===== src/rtl/hazard_scoreboard.sv =====
// Decode-stage hazard scoreboard: pending-write counters for the scalar and vector
// register files, RAW stall, taken-jump squash sequencing and the writeback slot.
module hazard_scoreboard #(
    parameter int NREGS = 16,
    parameter int RW    = 4,
    parameter int DEPTH = 3
) (
    input  logic             clk_i,
    input  logic             rst_i,
    input  logic             dec_valid_i,
    input  logic             dec_wreg_i,
    input  logic             dec_vf_i,
    input  logic [RW-1:0]    dec_dest_i,
    input  logic             src_vf_i,
    input  logic             use_s2_i,
    input  logic             use_s3_i,
    input  logic [RW-1:0]    src2_i,
    input  logic [RW-1:0]    src3_i,
    input  logic             jmp_taken_i,
    output logic             stall_o,
    output logic             flush_o,
    output logic             issue_o,
    output logic             wb_valid_o,
    output logic             wb_vf_o,
    output logic [RW-1:0]    wb_dest_o,
    output logic [NREGS-1:0] busy_s_o,
    output logic [NREGS-1:0] busy_v_o
);

    localparam int            CW       = $clog2(DEPTH + 1);
    localparam logic [CW-1:0] CNT_FULL = CW'(DEPTH);

    // state | meaning
    // RUN   | normal issue, RAW hazards stall decode
    // SQ1   | second flush cycle after a taken jump
    // SQ2   | fetch refill cycle, nothing issues
    typedef enum logic [1:0] {
        RUN = 2'd0,
        SQ1 = 2'd1,
        SQ2 = 2'd2
    } state_t;

    typedef struct packed {
        logic          valid;
        logic          wreg;
        logic          vf;
        logic [RW-1:0] dest;
    } slot_t;

    state_t        state_q, state_d;
    slot_t         slot_q  [DEPTH];
    slot_t         slot_d  [DEPTH];
    logic [CW-1:0] cnt_s_q [NREGS];
    logic [CW-1:0] cnt_s_d [NREGS];
    logic [CW-1:0] cnt_v_q [NREGS];
    logic [CW-1:0] cnt_v_d [NREGS];
    logic          hold_q;

    logic             out_en;
    slot_t            ret;
    logic             ret_wr;
    logic             inc_wr;
    logic [NREGS-1:0] pend_s;
    logic [NREGS-1:0] pend_v;
    logic [NREGS-1:0] pend_src;
    logic [CW-1:0]    dest_cnt;
    logic             ret_same;
    logic             haz_src;
    logic             haz_full;
    logic             haz;

    function automatic logic [CW-1:0] next_cnt(input logic [CW-1:0] cur,
                                               input logic          inc,
                                               input logic          dec);
        if (inc && !dec) return cur + CW'(1);
        if (dec && !inc) return cur - CW'(1);
        return cur;
    endfunction

    // Decode control is held off in the reset cycle and the cycle after it.
    always_ff @(posedge clk_i) begin
        hold_q <= rst_i;
    end

    assign out_en = ~rst_i & ~hold_q;

    assign ret    = slot_q[DEPTH-1];
    assign ret_wr = ret.valid & ret.wreg;
    assign inc_wr = issue_o & dec_wreg_i;

    always_comb begin
        pend_s = '0;
        pend_v = '0;
        for (int i = 0; i < NREGS; i++) begin
            pend_s[i] = (cnt_s_q[i] != '0);
            pend_v[i] = (cnt_v_q[i] != '0);
        end
    end

    // A retiring register is still busy: the register file only updates on the edge.
    assign pend_src = src_vf_i ? pend_v : pend_s;
    assign haz_src  = (use_s2_i & pend_src[src2_i]) | (use_s3_i & pend_src[src3_i]);

    assign dest_cnt = dec_vf_i ? cnt_v_q[dec_dest_i] : cnt_s_q[dec_dest_i];
    assign ret_same = ret_wr & (ret.vf == dec_vf_i) & (ret.dest == dec_dest_i);
    assign haz_full = dec_wreg_i & (dest_cnt == CNT_FULL) & ~ret_same;
    assign haz      = haz_src | haz_full;

    always_ff @(posedge clk_i) begin
        if (rst_i) begin
            state_q <= RUN;
        end else begin
            state_q <= state_d;
        end
    end

    always_comb begin
        state_d = state_q;
        case (state_q)
            RUN:     if (jmp_taken_i && out_en) state_d = SQ1;
            SQ1:     state_d = SQ2;
            SQ2:     state_d = RUN;
            default: state_d = RUN;
        endcase
    end

    always_comb begin
        issue_o = 1'b0;
        stall_o = 1'b0;
        flush_o = 1'b0;
        if (out_en) begin
            case (state_q)
                RUN: begin
                    flush_o = jmp_taken_i;
                    issue_o = dec_valid_i & ~haz & ~jmp_taken_i;
                    stall_o = dec_valid_i &  haz & ~jmp_taken_i;
                end
                SQ1:     flush_o = 1'b1;
                default: flush_o = 1'b0;
            endcase
        end
    end

    always_comb begin
        slot_d[0] = '0;
        if (issue_o) begin
            slot_d[0] = {1'b1, dec_wreg_i, dec_vf_i, dec_dest_i};
        end
        for (int i = 1; i < DEPTH; i++) begin
            slot_d[i] = slot_q[i-1];
        end
    end

    always_ff @(posedge clk_i) begin
        if (rst_i) begin
            for (int i = 0; i < DEPTH; i++) slot_q[i] <= '0;
        end else begin
            for (int i = 0; i < DEPTH; i++) slot_q[i] <= slot_d[i];
        end
    end

    always_comb begin
        for (int i = 0; i < NREGS; i++) begin
            cnt_s_d[i] = next_cnt(cnt_s_q[i],
                                  inc_wr & ~dec_vf_i & (dec_dest_i == RW'(i)),
                                  ret_wr & ~ret.vf   & (ret.dest   == RW'(i)));
            cnt_v_d[i] = next_cnt(cnt_v_q[i],
                                  inc_wr &  dec_vf_i & (dec_dest_i == RW'(i)),
                                  ret_wr &  ret.vf   & (ret.dest   == RW'(i)));
        end
    end

    always_ff @(posedge clk_i) begin
        if (rst_i) begin
            for (int i = 0; i < NREGS; i++) begin
                cnt_s_q[i] <= '0;
                cnt_v_q[i] <= '0;
            end
        end else begin
            for (int i = 0; i < NREGS; i++) begin
                cnt_s_q[i] <= cnt_s_d[i];
                cnt_v_q[i] <= cnt_v_d[i];
            end
        end
    end

    always_ff @(posedge clk_i) begin
        if (!rst_i && ret_wr) begin
            assert ((ret.vf ? cnt_v_q[ret.dest] : cnt_s_q[ret.dest]) != '0)
                else $error("scoreboard counter underflow on retire");
        end
    end

    assign wb_valid_o = ~rst_i & ret_wr;
    assign wb_vf_o    = ~rst_i & ret.vf;
    assign wb_dest_o  = rst_i ? '0 : ret.dest;
    assign busy_s_o   = rst_i ? '0 : pend_s;
    assign busy_v_o   = rst_i ? '0 : pend_v;

endmodule


===== config.mk =====
export PLATFORM = sky130hd
export DESIGN_NAME = hazard_scoreboard
export DESIGN_NICKNAME = d
export VERILOG_FILES = /design/src/rtl/hazard_scoreboard.sv
export SDC_FILE = /design/constraint.sdc
export NUM_CORES = 1
export LEC_CHECK = 0
export CAP_MARGIN = 20
export CELL_PAD_IN_SITES_DETAIL_PLACEMENT = 0
export CELL_PAD_IN_SITES_GLOBAL_PLACEMENT = 1
export CORE_MARGIN = 4
export CORE_UTILIZATION = 43
export DETAILED_ROUTE_END_ITERATION = 16
export GPL_TIMING_DRIVEN = 0
export PLACE_DENSITY_LB_ADDON = 0.1
export SLEW_MARGIN = 20
export SYNTH_ARGS = -nofsm -noshare
export SYNTH_HDL_FRONTEND = slang
export SYNTH_SLANG_ARGS = --single-unit
export TNS_END_PERCENT = 20

===== constraint.sdc =====
create_clock -name clk_i -period 3.3 [get_ports clk_i]
set_input_delay 0.33 -clock clk_i [delete_from_list [all_inputs] [get_ports clk_i]]
set_output_delay 0.33 -clock clk_i [all_outputs]
set_load 0.1 [all_outputs]

==> results.json <==
{
  "synthXorXnorAreaFrac": 0.1032,
  "synth_cells": 725,
  "clock.fmax_mhz": 314.9,
  "pwr_density_cell_mw_per_mm2": 330.9,
  "yosys.area.top_type_share": 0.3009,
  "portBuffers": 55,
  "tns_ns": 0,
  "crit_path_top_delay_cell": "mux4_2",
  "synth_top_family_by_area": "simple AND/OR/NAND/NOR gates",
  "grt_pass1_wl_um": 32060,
  "h-tree-depth": 3,
  "yosysMostFrequentCell": "nor2_1",
  "ys_async_sr_fraction": 0,
  "clk_pin_slew_ns": 0.07,
  "gr-usage-all-layers": 0.2652,
  "final_cells": 978,
  "overflow": 0,
  "hold_slack_ns": 0.3420,
  "fillers": 1287,
  "drv_slew": 0,
  "yosysUniqueCellTypes": 48,
  "reg2reg_slack_ns": 0.12,
  "p_comb_frac": 0.115,
  "chipWidth_um": 124.7,
  "synth_common_cells": "nor2_1 (115), dfxtp_1 (88), nand2_1 (78)",
  "syn_avg_cell_area_um2": 8.077,
  "worstReg2RegStart": "cnt_v_q[3][0]",
  "grt_max_degree": 20,
  "synthTopCellsByArea": "dfxtp_1 (30%), xor2_1 (9.7%), nor2_1 (7.4%)",
  "crit_chain": "nor2_1 -> mux4_2 -> nand3_1 -> nand3_1 -> o41ai_4 -> buf_4 -> buf_4 -> nor4_2 -> ha_1 -> or3_1 -> a21oi_1",
  "clk_latency_ns": 0.36,
  "min_period_over_period": 0.9622,
  "synth_enable_flop_cells": 0,
  "tightest_slew_ns": 0.9874,
  "cts_buffers": 9,
  "status": "finished, final reports clean",
  "drt_pass1_iterations": 5,
  "hold_path_depth": 2,
  "ant_nets": 0,
  "die_area_mm2": 0.01555,
  "ys_ff_latch": 88,
  "hold_class": "primary input to register",
  "clock-sinks": 88,
  "antenna_found_initial": 0,
  "cap_violations": 0,
  "gp_congestion": 0.9107,
  "drt_iter0_drc": 530,
  "p_sw_mw": 0.7039,
  "p_int_mw": 1.698,
  "crit_path_max_fanout": 10,
  "placementRows": 42,
  "dp_cells": 956,
  "rsz0062_at_grt": "false",
  "p_leak_nw": 2.765,
  "relSlewSlack": 0.3393,
  "p_clk_frac": 0.440,
  "cts_tree": "built",
  "whs_endpoint": "slot_q[0][2]",
  "drc": 0,
  "core-area_mm2": 0.01330,
  "wl_per_cell_um": 21.47,
  "ctsHoldBuffers": 0,
  "ios": 62,
  "cp.arrival_ns": 3.45,
  "synthFlopType": "dfxtp_1",
  "criticalPathCategory": "register to register",
  "skew_ns": 0.01320,
  "synthMuxAreaShare": 0.07179,
  "postRouteWirelength_um": 21000,
  "syn_nets": 778,
  "yosys_warnings": 0,
  "setup_viol": 0,
  "yosysSeqAreaShare": 0.3009,
  "grt_pass1_vias": 5689,
  "start_kind": "register",
  "dieHeight_um": 124.7,
  "syn_area_mm2": 0.005856,
  "r2r-end": "cnt_s_q[6][1]",
  "slowest_delay_ns": 0.50,
  "syn_to_final_growth_pct": 23.95,
  "clockBufferDepth": 2,
  "diodes": 0,
  "drive_above_1_share": 0.1446,
  "required_ns": 3.57,
  "synth_compound_area_frac": 0.1130,
  "vias": 5788,
  "end_kind": "register",
  "r2r.worst_path.cells": 11,
  "seqPwrFrac": 0.445,
  "dp_hpwl_um": 15590,
  "min_from": "dec_dest_i[2]",
  "viasPerCell": 5.918,
  "ir_drop_mv": 0.2176,
  "period_minus_slack_ns": 3.175,
  "hold_violations": 0,
  "swShare": 0.2930,
  "nNetsFinal": 850,
  "synth_adder_area_share": 0.06838,
  "initial_core_util": 0.4404,
  "power_mw": 2.402,
  "cts_root_buf": "clkbuf_16",
  "synthSimpleGateAreaFrac": 0.2985,
  "yosys.area.top_type": "dfxtp_1"
}
[worst max-delay path, delay by kind of cell (launching register included)]
family | cells | cell delay, ns
DFF | 1 | 0.43
and+or+nand+nor | 5 | 0.85
AOI/OAI and AO/OA | 2 | 0.52
adders and majority gates | 1 | 0.34
muxes | 1 | 0.50
buffers and inverters | 2 | 0.45
[timing repair]
action                     CTS  global route
pin swaps                    2             1
gates cloned                 0             1
setup buffers                4             3
setup endpoints to repair   98            54
resized for setup           90            28
[worst max-delay path by stage]
stage,from,to,slack [ns],cells after the start
3_3_place_gp,dec_dest_i[1],issue_o,-1.41,10
4_1_cts,dec_dest_i[0],cnt_s_q[5][1],-0.01,11
6_report,cnt_v_q[3][0],cnt_s_q[6][1],0.12,11
2_1_floorplan,dec_dest_i[0],issue_o,0.04,7
5_1_grt,rst_i,busy_s_o[9],0.0004,6
3_5_place_dp,dec_dest_i[1],issue_o,-1.41,10
[area by class of cell]
cell class | instances | area (um2) | area share
sequential | 88 | 1764 | 0.2431
clock buffer | 9 | 225.2 | 0.03103
buffer | 47 | 300.3 | 0.04137
timing repair buffer | 63 | 583.1 | 0.08033
multi-input combinational | 585 | 4068 | 0.5604
clock inverter | 7 | 86.33 | 0.01189
inverter | 3 | 11.26 | 0.001551
tap | 176 | 220.2 | 0.03034
[flip-flops by register name, indices dropped and copies added (netlist names)]
| signal | flops |
|---|---|
| cnt_s_q | 32 |
| cnt_v_q | 32 |
| hold_q | 1 |
| slot_q | 21 |
| state_q | 2 |
[per-layer routing]
layer,global-route usage,routed length (um),vias up
met5,0,0,-
met4,0.1064,785,0
met3,0.06732,1511,53
met2,0.4198,9423,234
met1,0.3456,9275,2795
li1,-,-,2706
[logic make-up after synthesis]
logic type,count (synthesis)
multiplexers,28
AND/OR/NAND/NOR,345
flip-flops,88
adder cells (fa/ha/maj),32
AO/OA/AOI/OAI,111
XOR/XNOR,69
buffers and inverters,52
[cells in the final DEF (no fill, tap or decap), types with 3 or more instances in the layout]
cell             Yosys  routed
a2111oi_0            6       5
a211oi_1             7       7
a21oi_1             43      43
a22oi_1              3       3
a31oi_1              7       6
and2_1               4       4
buf_1                6       3
buf_2               12       5
buf_4                7      22
buf_6                3       8
clkbuf_1            21      12
clkbuf_16            0       9
clkbuf_2             0       5
clkdlybuf4s50_1      0      21
clkinv_8             0       3
dfxtp_1             88      86
dlygate4sd2_1        0      31
ha_1                32      32
inv_1                3       3
mux2i_1             15      13
mux4_2              11      11
nand2_1             78      78
nand2b_1             7       7
nand3_1              6       6
nor2_1             115     111
nor2_2               1       5
nor2b_1             25      25
nor3_1              19      17
nor4_1              31      13
nor4_2               5      15
nor4_4               0       8
nor4b_2              5       5
o21ai_0             36      36
or3_1               34      34
xnor2_1              4       4
xor2_1              65      65
[power groups by stage]
stage	Sequential [mW]	Combinational, mW	Clock, mW
6_report	1.07	0.276	1.06
5_1_grt	1.07	0.289	1.12
4_1_cts	1.07	0.263	1.07
3_5_place_dp	1.09	0.242	0
3_3_place_gp	1.09	0.243	0
2_1_floorplan	1.09	0.150	0
[per-stage QoR]
step / cell area [um2] / setup WS (ns) / utilization
2_1_floorplan: 5861 / 0.04414 / -
3_3_place_gp: 6631 / -1.414 / 0.4988
3_5_place_dp: 6631 / -1.405 / 0.4988
4_1_cts: 7164 / -0.01471 / 0.5389
5_1_grt: 7258 / 0.0003817 / 0.5459
6_report: 7258 / 0.1247 / 0.5459
(Power assumes the default switching activity.)
